File: config.mk
export PLATFORM = sky130hd
export DESIGN_NAME = pe_job_sched
export DESIGN_NICKNAME = d
export VERILOG_FILES = /design/src/rtl/pe_job_sched.sv
export SDC_FILE = /design/constraint.sdc
export NUM_CORES = 1
export LEC_CHECK = 0
export CORE_AREA = 3 3 63 65
export DETAILED_ROUTE_END_ITERATION = 7
export DIE_AREA = 0 0 66 68
export GPL_ROUTABILITY_DRIVEN = 1
export PLACE_DENSITY = 0.65
export SLEW_MARGIN = 30
export SYNTH_ARGS = -nofsm -noshare
export SYNTH_HDL_FRONTEND = slang
export SYNTH_SLANG_ARGS = --single-unit
File: constraint.sdc
create_clock -name i_clk -period 5.3 [get_ports i_clk]
set_input_delay 1.59 -clock i_clk [delete_from_list [all_inputs] [get_ports i_clk]]
set_output_delay 1.59 -clock i_clk [all_outputs]
set_load 0.1 [all_outputs]
File: src/rtl/pe_job_sched.sv
// ---------------------------------------------------------------------------
// pe_job_sched
//
// Job sequencer for the sparse-conv PE datapath. Accepts one layer command,
// then walks every (weight set, IA row) job with the weight set as the outer
// loop and the row as the inner loop. Each job goes through four phases:
// bundle load, PE start/finish handshake, release of the start level, and
// hand-off of the OA row to writeback.
//
// Ports:
//   i_clk, i_rst        clock and synchronous active-high reset
//   i_cmd_valid         layer command present (only looked at in IDLE)
//   o_cmd_ready         high only in IDLE
//   i_cmd_num_rows      rows to process, clamped to NUM_ROWS when latched
//   i_cmd_num_wsets     weight sets to process, clamped to NUM_WSETS
//   o_ld_req            bundle load request for the current job
//   o_ld_row/o_ld_wset  row and weight set of the current job
//   i_ld_done           bundle is stable on the PE inputs
//   o_pe_start          level start to the PE
//   i_pe_finish         PE finish level
//   o_wb_valid          OA row ready; row/set are on o_ld_row/o_ld_wset
//   i_wb_ready          writeback accepts the row
//   o_busy              high in any state other than IDLE
//   o_done              one-cycle pulse when a command completes
//   o_err               sticky watchdog error
//
// Build option:
//   PE_SCHED_TIMEOUT_EN  when defined, a watchdog aborts a job that spends
//                        TIMEOUT cycles in RUN+RELEASE and sets o_err.
//                        When undefined, RUN/RELEASE wait indefinitely and
//                        o_err is tied low.
// ---------------------------------------------------------------------------
module pe_job_sched #(
    parameter int NUM_ROWS  = 16,
    parameter int NUM_WSETS = 3,
    parameter int TIMEOUT   = 1023
) (
    input  logic                        i_clk,
    input  logic                        i_rst,
    input  logic                        i_cmd_valid,
    output logic                        o_cmd_ready,
    input  logic [$clog2(NUM_ROWS):0]   i_cmd_num_rows,
    input  logic [1:0]                  i_cmd_num_wsets,
    output logic                        o_ld_req,
    output logic [$clog2(NUM_ROWS)-1:0] o_ld_row,
    output logic [1:0]                  o_ld_wset,
    input  logic                        i_ld_done,
    output logic                        o_pe_start,
    input  logic                        i_pe_finish,
    output logic                        o_wb_valid,
    input  logic                        i_wb_ready,
    output logic                        o_busy,
    output logic                        o_done,
    output logic                        o_err
);

    localparam int ROW_W = $clog2(NUM_ROWS);
    localparam int CNT_W = ROW_W + 1;
    localparam logic [CNT_W-1:0] MAX_ROWS  = CNT_W'(NUM_ROWS);
    localparam logic [1:0]       MAX_WSETS = 2'(NUM_WSETS);

    // Reject parameter sets the fixed-width ports cannot represent.
    if (NUM_ROWS < 2 || NUM_WSETS < 1 || NUM_WSETS > 3 || TIMEOUT < 1) begin : g_bad_params
        $error("pe_job_sched: unsupported parameter combination");
    end

    typedef enum logic [2:0] {
        S_IDLE,
        S_LOAD,
        S_RUN,
        S_RELEASE,
        S_WB
    } state_t;

    state_t           state_q, state_d;
    logic [ROW_W-1:0] row_q, row_d;
    logic [1:0]       wset_q, wset_d;
    logic [CNT_W-1:0] num_rows_q, num_rows_d;
    logic [1:0]       num_wsets_q, num_wsets_d;
    logic             done_q, done_d;

    logic [CNT_W-1:0] rows_clamped;
    logic [1:0]       wsets_clamped;
    logic             last_row;
    logic             last_wset;
    logic             tmo_hit;

`ifdef PE_SCHED_TIMEOUT_EN
    localparam int TMO_W = $clog2(TIMEOUT + 1);

    logic [TMO_W-1:0] tmo_q, tmo_d;
    logic             err_q, err_d;

    // Watchdog: counts every cycle spent in RUN or RELEASE and is held at
    // zero elsewhere, so it always starts fresh when a job enters LOAD.
    // Hitting TIMEOUT flags a sticky error and aborts the command.
    always_comb begin
        tmo_d   = '0;
        tmo_hit = 1'b0;
        if (state_q == S_RUN || state_q == S_RELEASE) begin
            tmo_d   = tmo_q + 1'b1;
            tmo_hit = (tmo_d == TMO_W'(TIMEOUT));
        end
        err_d = err_q | tmo_hit;
    end

    // Watchdog registers; the error flag only clears on reset.
    always_ff @(posedge i_clk) begin
        if (i_rst) begin
            tmo_q <= '0;
            err_q <= 1'b0;
        end else begin
            tmo_q <= tmo_d;
            err_q <= err_d;
        end
    end

    assign o_err = err_q;
`else
    assign tmo_hit = 1'b0;
    assign o_err   = 1'b0;
`endif

    // Command clamping and end-of-loop detection. The counts are nonzero
    // whenever the loop flags are used, so num - 1 never underflows there.
    always_comb begin
        rows_clamped  = (i_cmd_num_rows > MAX_ROWS) ? MAX_ROWS : i_cmd_num_rows;
        wsets_clamped = (i_cmd_num_wsets > MAX_WSETS) ? MAX_WSETS : i_cmd_num_wsets;
        last_row      = ({1'b0, row_q} == (num_rows_q - CNT_W'(1)));
        last_wset     = (wset_q == (num_wsets_q - 2'd1));
    end

    // Next-state logic. Row/wset only change on command accept or on a WB
    // handshake, so they stay steady for the whole LOAD..WB span of a job.
    // A zero-length command completes straight from IDLE with a done pulse.
    always_comb begin
        state_d     = state_q;
        row_d       = row_q;
        wset_d      = wset_q;
        num_rows_d  = num_rows_q;
        num_wsets_d = num_wsets_q;
        done_d      = 1'b0;

        unique case (state_q)
            S_IDLE: begin
                if (i_cmd_valid) begin
                    num_rows_d  = rows_clamped;
                    num_wsets_d = wsets_clamped;
                    row_d       = '0;
                    wset_d      = '0;
                    if (rows_clamped == '0 || wsets_clamped == '0) begin
                        done_d = 1'b1;
                    end else begin
                        state_d = S_LOAD;
                    end
                end
            end
            S_LOAD: begin
                if (i_ld_done) begin
                    state_d = S_RUN;
                end
            end
            S_RUN: begin
                if (tmo_hit) begin
                    state_d = S_IDLE;
                end else if (i_pe_finish) begin
                    state_d = S_RELEASE;
                end
            end
            S_RELEASE: begin
                // The PE only drops finish after it has seen start low.
                if (tmo_hit) begin
                    state_d = S_IDLE;
                end else if (!i_pe_finish) begin
                    state_d = S_WB;
                end
            end
            S_WB: begin
                if (i_wb_ready) begin
                    if (!last_row) begin
                        row_d   = row_q + 1'b1;
                        state_d = S_LOAD;
                    end else if (!last_wset) begin
                        row_d   = '0;
                        wset_d  = wset_q + 2'd1;
                        state_d = S_LOAD;
                    end else begin
                        done_d  = 1'b1;
                        state_d = S_IDLE;
                    end
                end
            end
            default: begin
                state_d = S_IDLE;
            end
        endcase
    end

    // State and job registers; reset aborts any job without a done pulse.
    always_ff @(posedge i_clk) begin
        if (i_rst) begin
            state_q     <= S_IDLE;
            row_q       <= '0;
            wset_q      <= '0;
            num_rows_q  <= '0;
            num_wsets_q <= '0;
            done_q      <= 1'b0;
        end else begin
            state_q     <= state_d;
            row_q       <= row_d;
            wset_q      <= wset_d;
            num_rows_q  <= num_rows_d;
            num_wsets_q <= num_wsets_d;
            done_q      <= done_d;
        end
    end

    assign o_cmd_ready = (state_q == S_IDLE);
    assign o_busy      = (state_q != S_IDLE);
    assign o_ld_req    = (state_q == S_LOAD);
    assign o_pe_start  = (state_q == S_RUN);
    assign o_wb_valid  = (state_q == S_WB);
    assign o_ld_row    = row_q;
    assign o_ld_wset   = wset_q;
    assign o_done      = done_q;

endmodule

# After elaboration in Yosys (flattened, before gate mapping)
# Index checks and enable logic that the tools add are counted.
# Widths: inputs -> output; s select.
# totals
wordCells,64
in_bits,13
output_inout_bits,13
regBits,17
# op_classes
reduce_logical,10
n_addsub,4
n_eq_ne,15
mux,27
order_cmp,2
# ops
operator,count
$mux 3,6
$mux 4,4
$pmux 3 s5,1
$mux 2,5
$ne 2x1->1 const B,4
$ne 2x2->1 const B,4
$pmux 4 s2,1
$mux 1,7
$eq 3x2->1 const B,2
$reduce_and 6->1,1
$eq 4x5->1,1
$gt 5x5->1 const B,1
$logic_not 5->1,1
$mux 5,1
$reduce_and 5->1,1
$sub 5x1->5 const B,1
$add 4x1->4 const B,1
$pmux 2 s2,1
$reduce_and 4->1,1
$eq 3x1->1 const B,1
$eq 3x3->1 const B,1
$logic_not 3->1,1
$ne 3x3->1 const B,1
$reduce_bool 3->1,1
other kinds (9),9

# Longest topological paths before layout
# depth
word_depth,7
ltp_mapped,7
depth_no_buf,7

# Worst setup path after synthesis
# OpenSTA, ideal clock, no wires.
# synth_path
kind,register to output
from,reg state_q[0]
to,out o_ld_req
path_buffers,0
t_required_ps,3710
arrival_ps,2601
stages_incl_launch_ff,3
slack_ps,1109
cell_sequence,dfxtp_1 inv_1 nor3_1
# synth_between
elab_chain_len,1
# synth_rtl
element,line,source
start: declaration,75,"state_t state_q, state_d;"
start signal: assignment,209,state_q <= state_d;
$eq 3x1->1,220,assign o_ld_req = (state_q == S_LOAD);
end: declaration,44,"output logic o_ld_req,"
# Every way passes these cells.

# Worst setup path after layout
# layout_path
from,reg state_q[1]
to,out o_wb_valid
# layout_between
elab_chain_len,1
# layout_rtl
element,line,source
$eq 3x3->1,222,assign o_wb_valid = (state_q == S_WB);
end: declaration,50,"output logic o_wb_valid,"
# Every way passes these cells.

==> results.py <==
metrics = {
    "route": {
        "viasPerCell": 5.448,
        "routedWlPerCell_um": 13.94,
        "ant_nets": 0,
        "num_vias": 1144,
        "drc_errors": 0,
        "first_pass_iters": 4,
        "first_iter_violations": 41,
        "finalWirelength_mm": 2.928,
    },
    "pwr": {
        "peakVddDrop_uv": 595.6,
        "leakage_uw": 0.0005361,
        "total_power_uw": 623.6,
        "power_density_nw_per_um2": 417.5,
    },
    "worst_setup_path": {
        "cp_data_required_time_ps": 3710,
        "arrival_ps": 2360,
        "slowest_delay_ps": 1120,
        "slowest_stage": "clkdlybuf4s50_1",
        "start_kind": "register",
        "cp-end-kind": "primary output",
        "path_cells": "nor2_2 -> nand2_1 -> inv_1 -> clkdlybuf4s50_1",
        "critPathMaxFanout": 7,
        "critPathKind": "register to primary output",
    },
    "synth": {
        "ys_seq_elements": 17,
        "synth-async-reset-ratio_pct": 0,
        "yosysWarningCount": 0,
        "syn-num-nets": 154,
        "synth_edf_count": 0,
        "synthCells": 139,
        "synth-seq-area-share_pct": 28.69,
        "netlist_area_um2": 1186,
        "synth_ff_type": "dfxtp_1",
        "synth_area_per_cell_um2": 8.533,
        "synth_cell_types": 55,
    },
    "global_route": {
        "grt_usage_pct": 13.94,
        "grt_pass1_vias": 1098,
        "overflow": 0,
        "antenna_found_initial": 0,
        "grt_max_degree": 17,
        "grt_pass1_wl_mm": 4.830,
    },
    "timing": {
        "rsz0062_at_grt": "false",
        "post-route-period-util_pct": 74.54,
        "finClkSkew_ps": 2.047,
        "worstMarginPinSlew_ps": 975.7,
        "drv_slew": 0,
        "finalSetupViolCount": 0,
        "slew-limit-headroom_pct": 34.75,
        "fmax_mhz": 253.1,
        "tns_ps": 0,
        "hold_viol_final": 0,
        "finalCriticalPeriod_ps": 3951,
    },
    "cells_and_area": {
        "layout.nets": 180,
        "num_antenna_cells": 0,
        "drive_gt1_share_pct": 12.80,
        "syn_to_final_growth_pct": 25.95,
        "mostFrequentLayoutCell": "clkdlybuf4s50_1",
        "layout_common_cells": "24 x clkdlybuf4s50_1, 17 x dfxtp_1, 10 x nor2_1, 10 x a21oi_1, 9 x nand2_1",
    },
    "clock_tree": {
        "clockBufferDepth": 2,
        "clock_latency_ps": 290,
        "hold_buffers": 0,
        "cts.htree.levels": 1,
        "post_cts_buffers": 0,
        "cts_tree": "yes",
        "cts-root-buf": "clkbuf_4",
        "cts.clk_slew.worst_paths_ps": 110,
        "cts_buffers": 3,
        "clock_sinks": 17,
        "cts_resized": 0,
    },
    "worst_hold_path": {
        "hp-class": "register to register",
    },
    "floorplan": {
        "die_h_um": 68,
        "initial_utilization_pct": 34.99,
        "die_w_um": 66,
        "die-area_um2": 4488,
        "core-area_um2": 3390,
        "boundaryPins": 26,
        "rows": 21,
    },
    "placed_design": {
        "gp_congestion": 0.8410,
        "place_hpwl_mm": 2.219,
        "port_buffers": 24,
    },
    "run": {
        "maxCapViolations": 0,
    },
    "run_status": {
        "outcome": "finished clean",
    },
}
[state kept, by name (all words and copies together) (netlist names)]
name         count
num_wsets_q      2
num_rows_q       5
o_ld_row         4
state_q          3
o_done           1
o_ld_wset        2
[metrics by stage]
| stage | std cells | hold slack [ps] | util (%) | instance area, um^2 | setup WS (ps) |
|---|---|---|---|---|---|
| floorplan | 139 | 448.1 | - | 1186 | 1109 |
| global placement | 206 | 465.2 | 43.30 | 1468 | 1732 |
| detailed placement | 206 | 466.0 | 43.30 | 1468 | 1679 |
| CTS | 210 | 481.3 | 44.08 | 1494 | 1335 |
| global route | 210 | 505.5 | 44.08 | 1494 | 1236 |
| finish | 210 | 477.6 | 44.08 | 1494 | 1349 |
[path summary, 6_finish.rpt]
| check | startpoint | endpoint | slack [ps] | cells after the start |
|---|---|---|---|---|
| setup / recovery | state_q[1] | o_wb_valid | 1350 | 4 |
| hold / removal | num_wsets_q[1] | num_wsets_q[1] | 480 | 2 |
| setup reg to reg | num_rows_q[0] | state_q[0] | 3190 | 7 |
| hold reg to reg | num_wsets_q[1] | num_wsets_q[1] | 480 | 2 |
[logic make-up (layout without fill, tap and decap cells)]
family | after synthesis | after routing | share of synthesized area, %
fa+ha+maj | 2 | 2 | 2.109
simple gates | 63 | 63 | 32.49
xor+xnor | 6 | 6 | 5.697
compound gates | 35 | 35 | 23.84
flops | 17 | 17 | 28.69
buf+inv | 12 | 37 | 4.219
mux | 3 | 3 | 2.637
other cells | 1 | 1 | 0.3162
[metal layers]
layer | share of wire, % | track usage (%) | vias up
met5 | 0 | 0 | -
met4 | 0.85 | 5.584 | 0
met3 | 3.9 | 2.299 | 2
met2 | 47 | 23.65 | 27
met1 | 48 | 17.66 | 549
li1 | - | - | 566
[synthesized netlist by cell type, drive strengths merged, types with 3 or more instances]
cell,instances,area share (%)
dfxtp,17,29
a21oi,12,5.7
nor2,11,3.7
nand2,9,2.8
inv,8,2.5
nand3,7,3.0
nor3b,6,4.2
nor3,5,3.0
a32oi,4,3.0
nand2b,4,2.1
nor2b,4,2.1
a211o,3,2.2
a31oi,3,1.6
or2,3,1.6
xnor2,3,3.5
xor2,3,2.2
[worst max-delay path: cells and delay by family (launching register included)]
family	cells	cell delay [ps]
simple gates	2	450
flops	1	400
buf+inv	2	1210
[layout make-up]
cell class,instances,area (um^2)
Fill cell,345,1896
Clock buffer,4,26.28
Tap cell,46,57.56
Timing Repair Buffer,24,240.2
Sequential cell,17,340.3
Multi-Input combinational cell,110,795.8
Inverter,9,33.78
[power by group]
part           total, uW  switching (uW)  internal, uW
sequential           167            22.7           144
clock               73.0            43.8          29.2
combinational        384             275           109
No activity file was read; power rests on OpenSTA's default activity.
